===== config.mk =====
export PLATFORM = sky130hd
export DESIGN_NAME = issue_sched
export DESIGN_NICKNAME = d
export VERILOG_FILES = /design/src/rtl/neocore_pkg.sv /design/src/rtl/issue_sched_scoreboard.sv /design/src/rtl/issue_sched.sv
export SDC_FILE = /design/constraint.sdc
export NUM_CORES = 1
export LEC_CHECK = 0
export ABC_AREA = 1
export CAP_MARGIN = 20
export CORE_AREA = 5 5 130 132
export CTS_CLUSTER_DIAMETER = 30
export CTS_CLUSTER_SIZE = 24
export DETAILED_ROUTE_END_ITERATION = 7
export DIE_AREA = 0 0 135 137
export GPL_ROUTABILITY_DRIVEN = 0
export HOLD_SLACK_MARGIN = 0.12
export PLACE_DENSITY = 0.84
export RECOVER_POWER = 25
export SLEW_MARGIN = 20
export SYNTH_ARGS = -nofsm -noshare
export SYNTH_HDL_FRONTEND = slang
export SYNTH_SLANG_ARGS = --single-unit

===== constraint.sdc =====
create_clock -name clk -period 8.23 [get_ports clk]
set_clock_uncertainty 0.1 [all_clocks]
set_input_delay 0.823 -clock clk [delete_from_list [all_inputs] [get_ports clk]]
set_output_delay 0.823 -clock clk [all_outputs]
set_load 0.1 [all_outputs]

===== src/rtl/neocore_pkg.sv =====
// Shared decode-side definitions for the neocore issue path.
//   itype_e      : coarse instruction class carried from decode
//   issue_slot_t : per-slot decode fields held by the issue scheduler
//   NUM_REGS     : architectural register count tracked by the scoreboard
package neocore_pkg;

    localparam int NUM_REGS = 16;
    localparam int REG_W    = 4;
    localparam int ITYPE_W  = 3;

    typedef enum logic [ITYPE_W-1:0] {
        ITYPE_ALU    = 3'd0,
        ITYPE_MUL    = 3'd1,
        ITYPE_LOAD   = 3'd2,
        ITYPE_STORE  = 3'd3,
        ITYPE_BRANCH = 3'd4,
        ITYPE_OTHER  = 3'd5
    } itype_e;

    typedef struct packed {
        itype_e           itype;
        logic             mem_rd;
        logic             mem_wr;
        logic             is_branch;
        logic [REG_W-1:0] rs1;
        logic [REG_W-1:0] rs2;
        logic [REG_W-1:0] rd;
        logic [REG_W-1:0] rd2;
        logic             rd_we;
        logic             rd2_we;
    } issue_slot_t;

    // A slot occupies a memory port if it reads or writes memory.
    function automatic logic slot_is_mem(input issue_slot_t s);
        return s.mem_rd | s.mem_wr;
    endfunction

endpackage


===== src/rtl/issue_sched_scoreboard.sv =====
// issue_scoreboard: one LAT_W-bit countdown per architectural register.
// A nonzero counter marks its register as not yet bypassable.
//   clk, rst : clock and synchronous active-high reset (clears all counters)
//   wr_en    : per write port, load the addressed counter this cycle
//   wr_reg   : per write port, register address (r0 is never tracked)
//   wr_lat   : per write port, value to load
//   busy     : per register, counter is nonzero
module issue_scoreboard
    import neocore_pkg::*;
#(
    parameter int NWR   = 4,
    parameter int LAT_W = 3
) (
    input  logic                          clk,
    input  logic                          rst,
    input  logic [NWR-1:0]                wr_en,
    input  logic [NWR-1:0][REG_W-1:0]     wr_reg,
    input  logic [NWR-1:0][LAT_W-1:0]     wr_lat,
    output logic [NUM_REGS-1:0]           busy
);

    logic [LAT_W-1:0] cnt     [NUM_REGS];
    logic [LAT_W-1:0] cnt_nxt [NUM_REGS];

    // Decrement by default; a load in the same cycle overrides it.
    always_comb begin
        cnt_nxt[0] = '0;
        for (int r = 1; r < NUM_REGS; r++) begin
            cnt_nxt[r] = (cnt[r] != '0) ? cnt[r] - LAT_W'(1) : '0;
            for (int k = 0; k < NWR; k++) begin
                if (wr_en[k] && (wr_reg[k] == REG_W'(r))) begin
                    cnt_nxt[r] = wr_lat[k];
                end
            end
        end
    end

    always_ff @(posedge clk) begin
        for (int r = 0; r < NUM_REGS; r++) begin
            if (rst) begin
                cnt[r] <= '0;
            end else begin
                cnt[r] <= cnt_nxt[r];
            end
        end
    end

    always_comb begin
        for (int r = 0; r < NUM_REGS; r++) begin
            busy[r] = (cnt[r] != '0);
        end
    end

endmodule


===== src/rtl/issue_sched.sv =====
// issue_sched: in-order issue scheduler for one decode bundle at a time.
// A bundle accepted on one edge is held and issues from the next cycle,
// oldest pending slot first, stopping at the first slot that has a
// scoreboard, intra-group, memory-port or solo-issue conflict.
//   clk, rst          : clock, synchronous active-high reset
//   in_valid/in_ready : bundle handshake, slot 0 oldest
//   in_type..in_lat   : per-slot decode fields
//   flush             : drop the held bundle (scoreboard kept)
//   issue_mask        : slots issued this cycle
//   issue_count       : popcount of issue_mask
//   stall_cycles      : saturating count of held-but-nothing-issued cycles
module issue_sched
    import neocore_pkg::*;
#(
    parameter int ISSUE_W      = 2,
    parameter int MEM_PORTS    = 1,
    parameter int LAT_W        = 3,
    parameter int BRANCH_ALONE = 1
) (
    input  logic                              clk,
    input  logic                              rst,
    input  logic [ISSUE_W-1:0]                in_valid,
    output logic                              in_ready,
    input  logic [ISSUE_W-1:0][ITYPE_W-1:0]   in_type,
    input  logic [ISSUE_W-1:0]                in_mem_rd,
    input  logic [ISSUE_W-1:0]                in_mem_wr,
    input  logic [ISSUE_W-1:0]                in_is_branch,
    input  logic [ISSUE_W-1:0][REG_W-1:0]     in_rs1,
    input  logic [ISSUE_W-1:0][REG_W-1:0]     in_rs2,
    input  logic [ISSUE_W-1:0][REG_W-1:0]     in_rd,
    input  logic [ISSUE_W-1:0][REG_W-1:0]     in_rd2,
    input  logic [ISSUE_W-1:0]                in_rd_we,
    input  logic [ISSUE_W-1:0]                in_rd2_we,
    input  logic [ISSUE_W-1:0][LAT_W-1:0]     in_lat,
    input  logic                              flush,
    output logic [ISSUE_W-1:0]                issue_mask,
    output logic [2:0]                        issue_count,
    output logic [31:0]                       stall_cycles
);

    issue_slot_t [ISSUE_W-1:0]            in_slot;
    issue_slot_t [ISSUE_W-1:0]            slot_p1;
    logic        [ISSUE_W-1:0][LAT_W-1:0] lat_p1;
    logic        [ISSUE_W-1:0]            pend_p1;
    logic                                 accept;

    logic [NUM_REGS-1:0]                  busy;
    logic [ISSUE_W-1:0]                   sel;
    logic [NUM_REGS-1:0]                  grp_dest;
    int                                   mem_cnt;
    int                                   grp_cnt;
    logic                                 grp_solo;
    logic                                 grp_branch;
    logic                                 stop;
    logic                                 hz;
    logic                                 solo;
    logic                                 is_mem;
    issue_slot_t                          s;

    logic [2*ISSUE_W-1:0]                 wr_en;
    logic [2*ISSUE_W-1:0][REG_W-1:0]      wr_reg;
    logic [2*ISSUE_W-1:0][LAT_W-1:0]      wr_lat;

    always_comb begin
        for (int i = 0; i < ISSUE_W; i++) begin
            in_slot[i].itype     = itype_e'(in_type[i]);
            in_slot[i].mem_rd    = in_mem_rd[i];
            in_slot[i].mem_wr    = in_mem_wr[i];
            in_slot[i].is_branch = in_is_branch[i];
            in_slot[i].rs1       = in_rs1[i];
            in_slot[i].rs2       = in_rs2[i];
            in_slot[i].rd        = in_rd[i];
            in_slot[i].rd2       = in_rd2[i];
            in_slot[i].rd_we     = in_rd_we[i];
            in_slot[i].rd2_we    = in_rd2_we[i];
        end
    end

    // Group formation: walk pending slots oldest-first, accumulating the
    // group's destinations and resource use, and stop at the first conflict
    // so that issue stays strictly in order.
    always_comb begin
        sel        = '0;
        grp_dest   = '0;
        mem_cnt    = 0;
        grp_cnt    = 0;
        grp_solo   = 1'b0;
        grp_branch = 1'b0;
        stop       = 1'b0;
        hz         = 1'b0;
        solo       = 1'b0;
        is_mem     = 1'b0;
        s          = '0;
        for (int i = 0; i < ISSUE_W; i++) begin
            s      = slot_p1[i];
            is_mem = slot_is_mem(s);
            solo   = (s.itype == ITYPE_MUL) || ((BRANCH_ALONE != 0) && s.is_branch);
            hz     = 1'b0;
            // grp_dest never has bit 0 set, and busy[0] is always clear,
            // so the nonzero tests below only keep r0 out explicitly.
            if ((s.rs1 != '0) && (busy[s.rs1] || grp_dest[s.rs1])) hz = 1'b1;
            if ((s.rs2 != '0) && (busy[s.rs2] || grp_dest[s.rs2])) hz = 1'b1;
            if (s.rd_we && (s.rd != '0) && (busy[s.rd] || grp_dest[s.rd])) hz = 1'b1;
            if (s.rd2_we && (s.rd2 != '0) && (busy[s.rd2] || grp_dest[s.rd2])) hz = 1'b1;
            if (is_mem && (mem_cnt >= MEM_PORTS)) hz = 1'b1;
            // Nothing joins a group holding a solo slot or a branch, and a
            // solo slot never joins a non-empty group.
            if ((grp_cnt != 0) && (solo || grp_solo || grp_branch)) hz = 1'b1;
            if (pend_p1[i] && !stop) begin
                if (hz) begin
                    stop = 1'b1;
                end else begin
                    sel[i]     = 1'b1;
                    grp_cnt    = grp_cnt + 1;
                    mem_cnt    = is_mem ? mem_cnt + 1 : mem_cnt;
                    grp_solo   = grp_solo | solo;
                    grp_branch = grp_branch | s.is_branch;
                    if (s.rd_we && (s.rd != '0)) grp_dest[s.rd] = 1'b1;
                    if (s.rd2_we && (s.rd2 != '0)) grp_dest[s.rd2] = 1'b1;
                end
            end
        end
    end

    always_comb begin
        issue_mask = (rst || flush) ? '0 : sel;
        issue_count = '0;
        for (int i = 0; i < ISSUE_W; i++) begin
            issue_count = issue_count + 3'(issue_mask[i]);
        end
        // Ready when the register is empty or drains completely this cycle.
        in_ready = !rst && !flush && ((pend_p1 & ~issue_mask) == '0);
        accept   = in_ready && (in_valid != '0);
    end

    always_comb begin
        for (int i = 0; i < ISSUE_W; i++) begin
            wr_en[2*i]    = issue_mask[i] && slot_p1[i].rd_we && (slot_p1[i].rd != '0)
                            && (lat_p1[i] != '0);
            wr_reg[2*i]   = slot_p1[i].rd;
            wr_lat[2*i]   = lat_p1[i];
            wr_en[2*i+1]  = issue_mask[i] && slot_p1[i].rd2_we && (slot_p1[i].rd2 != '0)
                            && (lat_p1[i] != '0);
            wr_reg[2*i+1] = slot_p1[i].rd2;
            wr_lat[2*i+1] = lat_p1[i];
        end
    end

    issue_scoreboard #(
        .NWR   (2*ISSUE_W),
        .LAT_W (LAT_W)
    ) u_sb (
        .clk    (clk),
        .rst    (rst),
        .wr_en  (wr_en),
        .wr_reg (wr_reg),
        .wr_lat (wr_lat),
        .busy   (busy)
    );

    // ---- decode -> held bundle (p1) ----
    always_ff @(posedge clk) begin
        if (rst) begin
            pend_p1 <= '0;
        end else if (flush) begin
            pend_p1 <= '0;
        end else if (accept) begin
            pend_p1 <= in_valid;
        end else begin
            pend_p1 <= pend_p1 & ~issue_mask;
        end
    end

    always_ff @(posedge clk) begin
        if (accept) begin
            slot_p1 <= in_slot;
            lat_p1  <= in_lat;
        end
    end

    always_ff @(posedge clk) begin
        if (rst) begin
            stall_cycles <= '0;
        end else if ((pend_p1 != '0) && (issue_count == 3'd0)
                     && (stall_cycles != 32'hFFFF_FFFF)) begin
            stall_cycles <= stall_cycles + 32'd1;
        end
    end

endmodule


==> flow_metrics.env <==
export IMPL_final_common_cell="nand2_1"
export IMPL_port_buffers=95
export IMPL_setup_violations=0
export IMPL_fin_area_um2=10900
export IMPL_grt_pass1_wl_mm=46.1
export IMPL_cts_buffers=17
export IMPL_cts_htree_levels=4
export IMPL_crit_fanout=31
export IMPL_synth_top_flop_cell="dfxtp_1"
export IMPL_yosysWarnings=0
export IMPL_seq_area_frac_synth=0.347
export IMPL_post_cts_setup_buffers=0
export IMPL_hold_viol_final=0
export IMPL_r2r_start="slot_p1[7]"
export IMPL_grtUsageTotal=0.316
export IMPL_die_h_um=137
export IMPL_clk_path_buf_depth=2
export IMPL_grt_remaining_overflow=0
export IMPL_num_io_pins=97
export IMPL_fin_crit_sh=0.766
export IMPL_grt_pass1_vias=9030
export IMPL_vias=9999
export IMPL_rsz0062_at_grt="no"
export IMPL_rows=46
export IMPL_clkLatencyLatePin_ns=0.43
export IMPL_cp_cell_sequence="nor2_2, inv_2, o21ai_2, inv_2, nand2_1, nor2_1, nand2_1, nand3_4, o21ai_0, nand2_1, nor2_1, nand3_2, nor2_8, nand2_4, ha_1, clkdlybuf4s50_1"
export IMPL_worst_path_max_delay_cell="clkdlybuf4s50_1"
export IMPL_area_growth_pct=17.8
export IMPL_cts_tree="built"
export IMPL_synth_edff_count=54
export IMPL_ys_ff_latch=133
export IMPL_first_pass_iters=7
export IMPL_setup_tns_ns=0
export IMPL_p_leak_nw=4.44
export IMPL_internal_power_w=0.00119
export IMPL_grt_max_degree=66
export IMPL_critical_path_startpoint="slot_p1[7]"
export IMPL_clkTransAtPathRegs_ns=0.06
export IMPL_power_density_nw_per_um2=150
export IMPL_wl_per_cell_um=17.9
export IMPL_async_flop_share=0
export IMPL_crit_required_ns=7.31
export IMPL_antenna_found_initial=1
export IMPL_cts_sinks=133
export IMPL_drive_gt1_frac=0.0887
export IMPL_initial_core_util=0.591
export IMPL_cp_common_cell="nand2_1"
export IMPL_drc=0
export IMPL_antenna_violating_nets_post_route=0
export IMPL_p_sw_w=0.000433
export IMPL_worst_pin_slew_ns=1.16
export IMPL_synthCells=1325
export IMPL_hpwl_mm=21.1
export IMPL_die_area_um2=18500
export IMPL_cts_root_buf="clkbuf_16"
export IMPL_fmax_ghz=0.159
export IMPL_power_frac_comb=0.094
export IMPL_hold_path_class="register to register"
export IMPL_layout_common_cells="251 x nand2_1, 205 x nor2_1, 160 x inv_1"
export IMPL_clockPowerShare=0.465
export IMPL_power_ir_vdd_worst_mv=0.168
export IMPL_cap_viol_max_count=0
export IMPL_critPathBufInv=3
export IMPL_endpoint_kind="output port"
export IMPL_nets=1470
export IMPL_cts_resized_gates=0
export IMPL_synth_nets=1387
export IMPL_fp_dieW_um=135
export IMPL_synth_cell_types=53
export IMPL_pwr_share_seq=0.441
export IMPL_maxSlewViolCount=0
export IMPL_viasPerCell=6.10
export IMPL_place_area_um2=10300
export IMPL_core_area_um2=15600
export IMPL_power_switching_share=0.266
export IMPL_total_power_w=0.00163
export IMPL_wirelength_mm=29.3
export IMPL_slew_headroom=0.224
export IMPL_cts_hold_buf=0
export IMPL_max_stage_delay_ns=1.15
export IMPL_cp_start_kind="register"
export IMPL_netlist_area_um2=9220
export IMPL_status="complete, no violations"
export IMPL_synth_area_per_cell_um2=6.96
export IMPL_detail_route_iter0_violations=1502
export IMPL_worst_slack_ns=1.92
export IMPL_crit_arrival_ns=5.38
export IMPL_period_minus_slack_ns=6.31
export IMPL_worstHoldStart="stall_cycles[25]"
export IMPL_dp_slack_ns=2.33
export IMPL_crit_type="register to output port"
export IMPL_cp_top_family="simple AND/OR/NAND/NOR gates"
[power groups by stage]
stage               logic, W  clock network (W)  registers (W)
floorplan           0.000102                  0       0.000728
global placement    0.000150                  0       0.000731
detailed placement  0.000153                  0       0.000731
CTS                 0.000154           0.000764       0.000717
global route        0.000164           0.000795       0.000718
finish              0.000153           0.000757       0.000718
[stage by stage]
step | hold slack [ns] | utilization | cells
CTS | 0.402 | 0.696 | 1637
detailed placement | 0.390 | 0.658 | 1605
finish | 0.399 | 0.696 | 1638
floorplan | 0.379 | - | 1325
global placement | 0.384 | 0.658 | 1605
global route | 0.431 | 0.696 | 1637
[worst reg2reg max path, delay by kind of cell, from the launching register on]
kind,cells,cell delay [ns]
flip-flops,1,0.47
AO/OA/AOI/OAI,5,0.95
adder cells (fa/ha/maj),1,0.16
AND/OR/NAND/NOR,25,3.20
buffers and inverters,8,1.08
[registers in the layout, summed over array words and instances, names as in the netlist]
register / cells
slot_p1: 24
lat_p1: 6
u_sb.cnt: 45
stall_cycles: 32
pend_p1: 2
s: 24
[synthesized netlist by cell type, types with 3 or more instances]
cell type | count | area (um^2)
a21oi_1 | 85 | 425
a221oi_1 | 11 | 96.3
a31oi_1 | 4 | 25.0
buf_1 | 3 | 11.3
buf_2 | 11 | 55.1
buf_6 | 5 | 56.3
buf_8 | 3 | 45.0
clkbuf_1 | 13 | 48.8
dfxtp_1 | 79 | 1580
edfxtp_1 | 54 | 1620
ha_1 | 3 | 37.5
inv_1 | 160 | 601
inv_2 | 19 | 71.3
nand2_1 | 251 | 942
nand2_2 | 11 | 68.8
nand3_1 | 95 | 475
nand3_2 | 4 | 40.0
nand4_1 | 34 | 213
nand4_2 | 8 | 100
nand4_4 | 21 | 447
nor2_1 | 208 | 781
nor2_2 | 13 | 81.3
nor3_1 | 33 | 165
nor3b_1 | 3 | 22.5
nor4_1 | 4 | 25.0
o2111ai_1 | 7 | 61.3
o211ai_1 | 7 | 52.6
o21a_1 | 4 | 30.0
o21ai_0 | 102 | 510
o21ai_1 | 12 | 60.1
o221ai_1 | 3 | 26.3
o22ai_1 | 23 | 144
o31ai_1 | 3 | 22.5
o32ai_1 | 6 | 52.6
[per-layer routing]
layer,vias to the layer above,GRT usage,share of wire
met1,4458,0.391,0.37
met3,165,0.0945,0.12
met2,708,0.501,0.45
met4,2,0.161,0.057
met5,-,0,0.00038
li1,4666,-,-
[final timing paths]
| path | end | slack (ns) | cells past startpoint |
|---|---|---|---|
| worst min register to register | stall_cycles[25] | 0.40 | 2 |
| worst max-delay path | issue_count[0] | 1.92 | 16 |
| worst min-delay path | stall_cycles[25] | 0.40 | 2 |
| worst max register to register | stall_cycles[31] | 2.17 | 39 |
[cells by family after synthesis]
kind of cell    count (synthesis)  share of synthesized area
compound gates                273                      0.169
other cells                     1                   0.000407
simple gates                  694                      0.378
xor+xnor                        2                    0.00190
flops                         133                      0.347
buf+inv                       219                     0.0995
fa+ha+maj                       3                    0.00407
[layout make-up]
cell class	count	area (um^2)
timing repair buffer	101	996
clock inverter	10	78.8
tap	216	270
clock buffer	22	509
sequential	133	3200
multi-input combinational	973	5110
inverter	182	686
fill	1311	4740
antenna	1	2.50
Note: power is estimated with default switching activity, not from simulation.
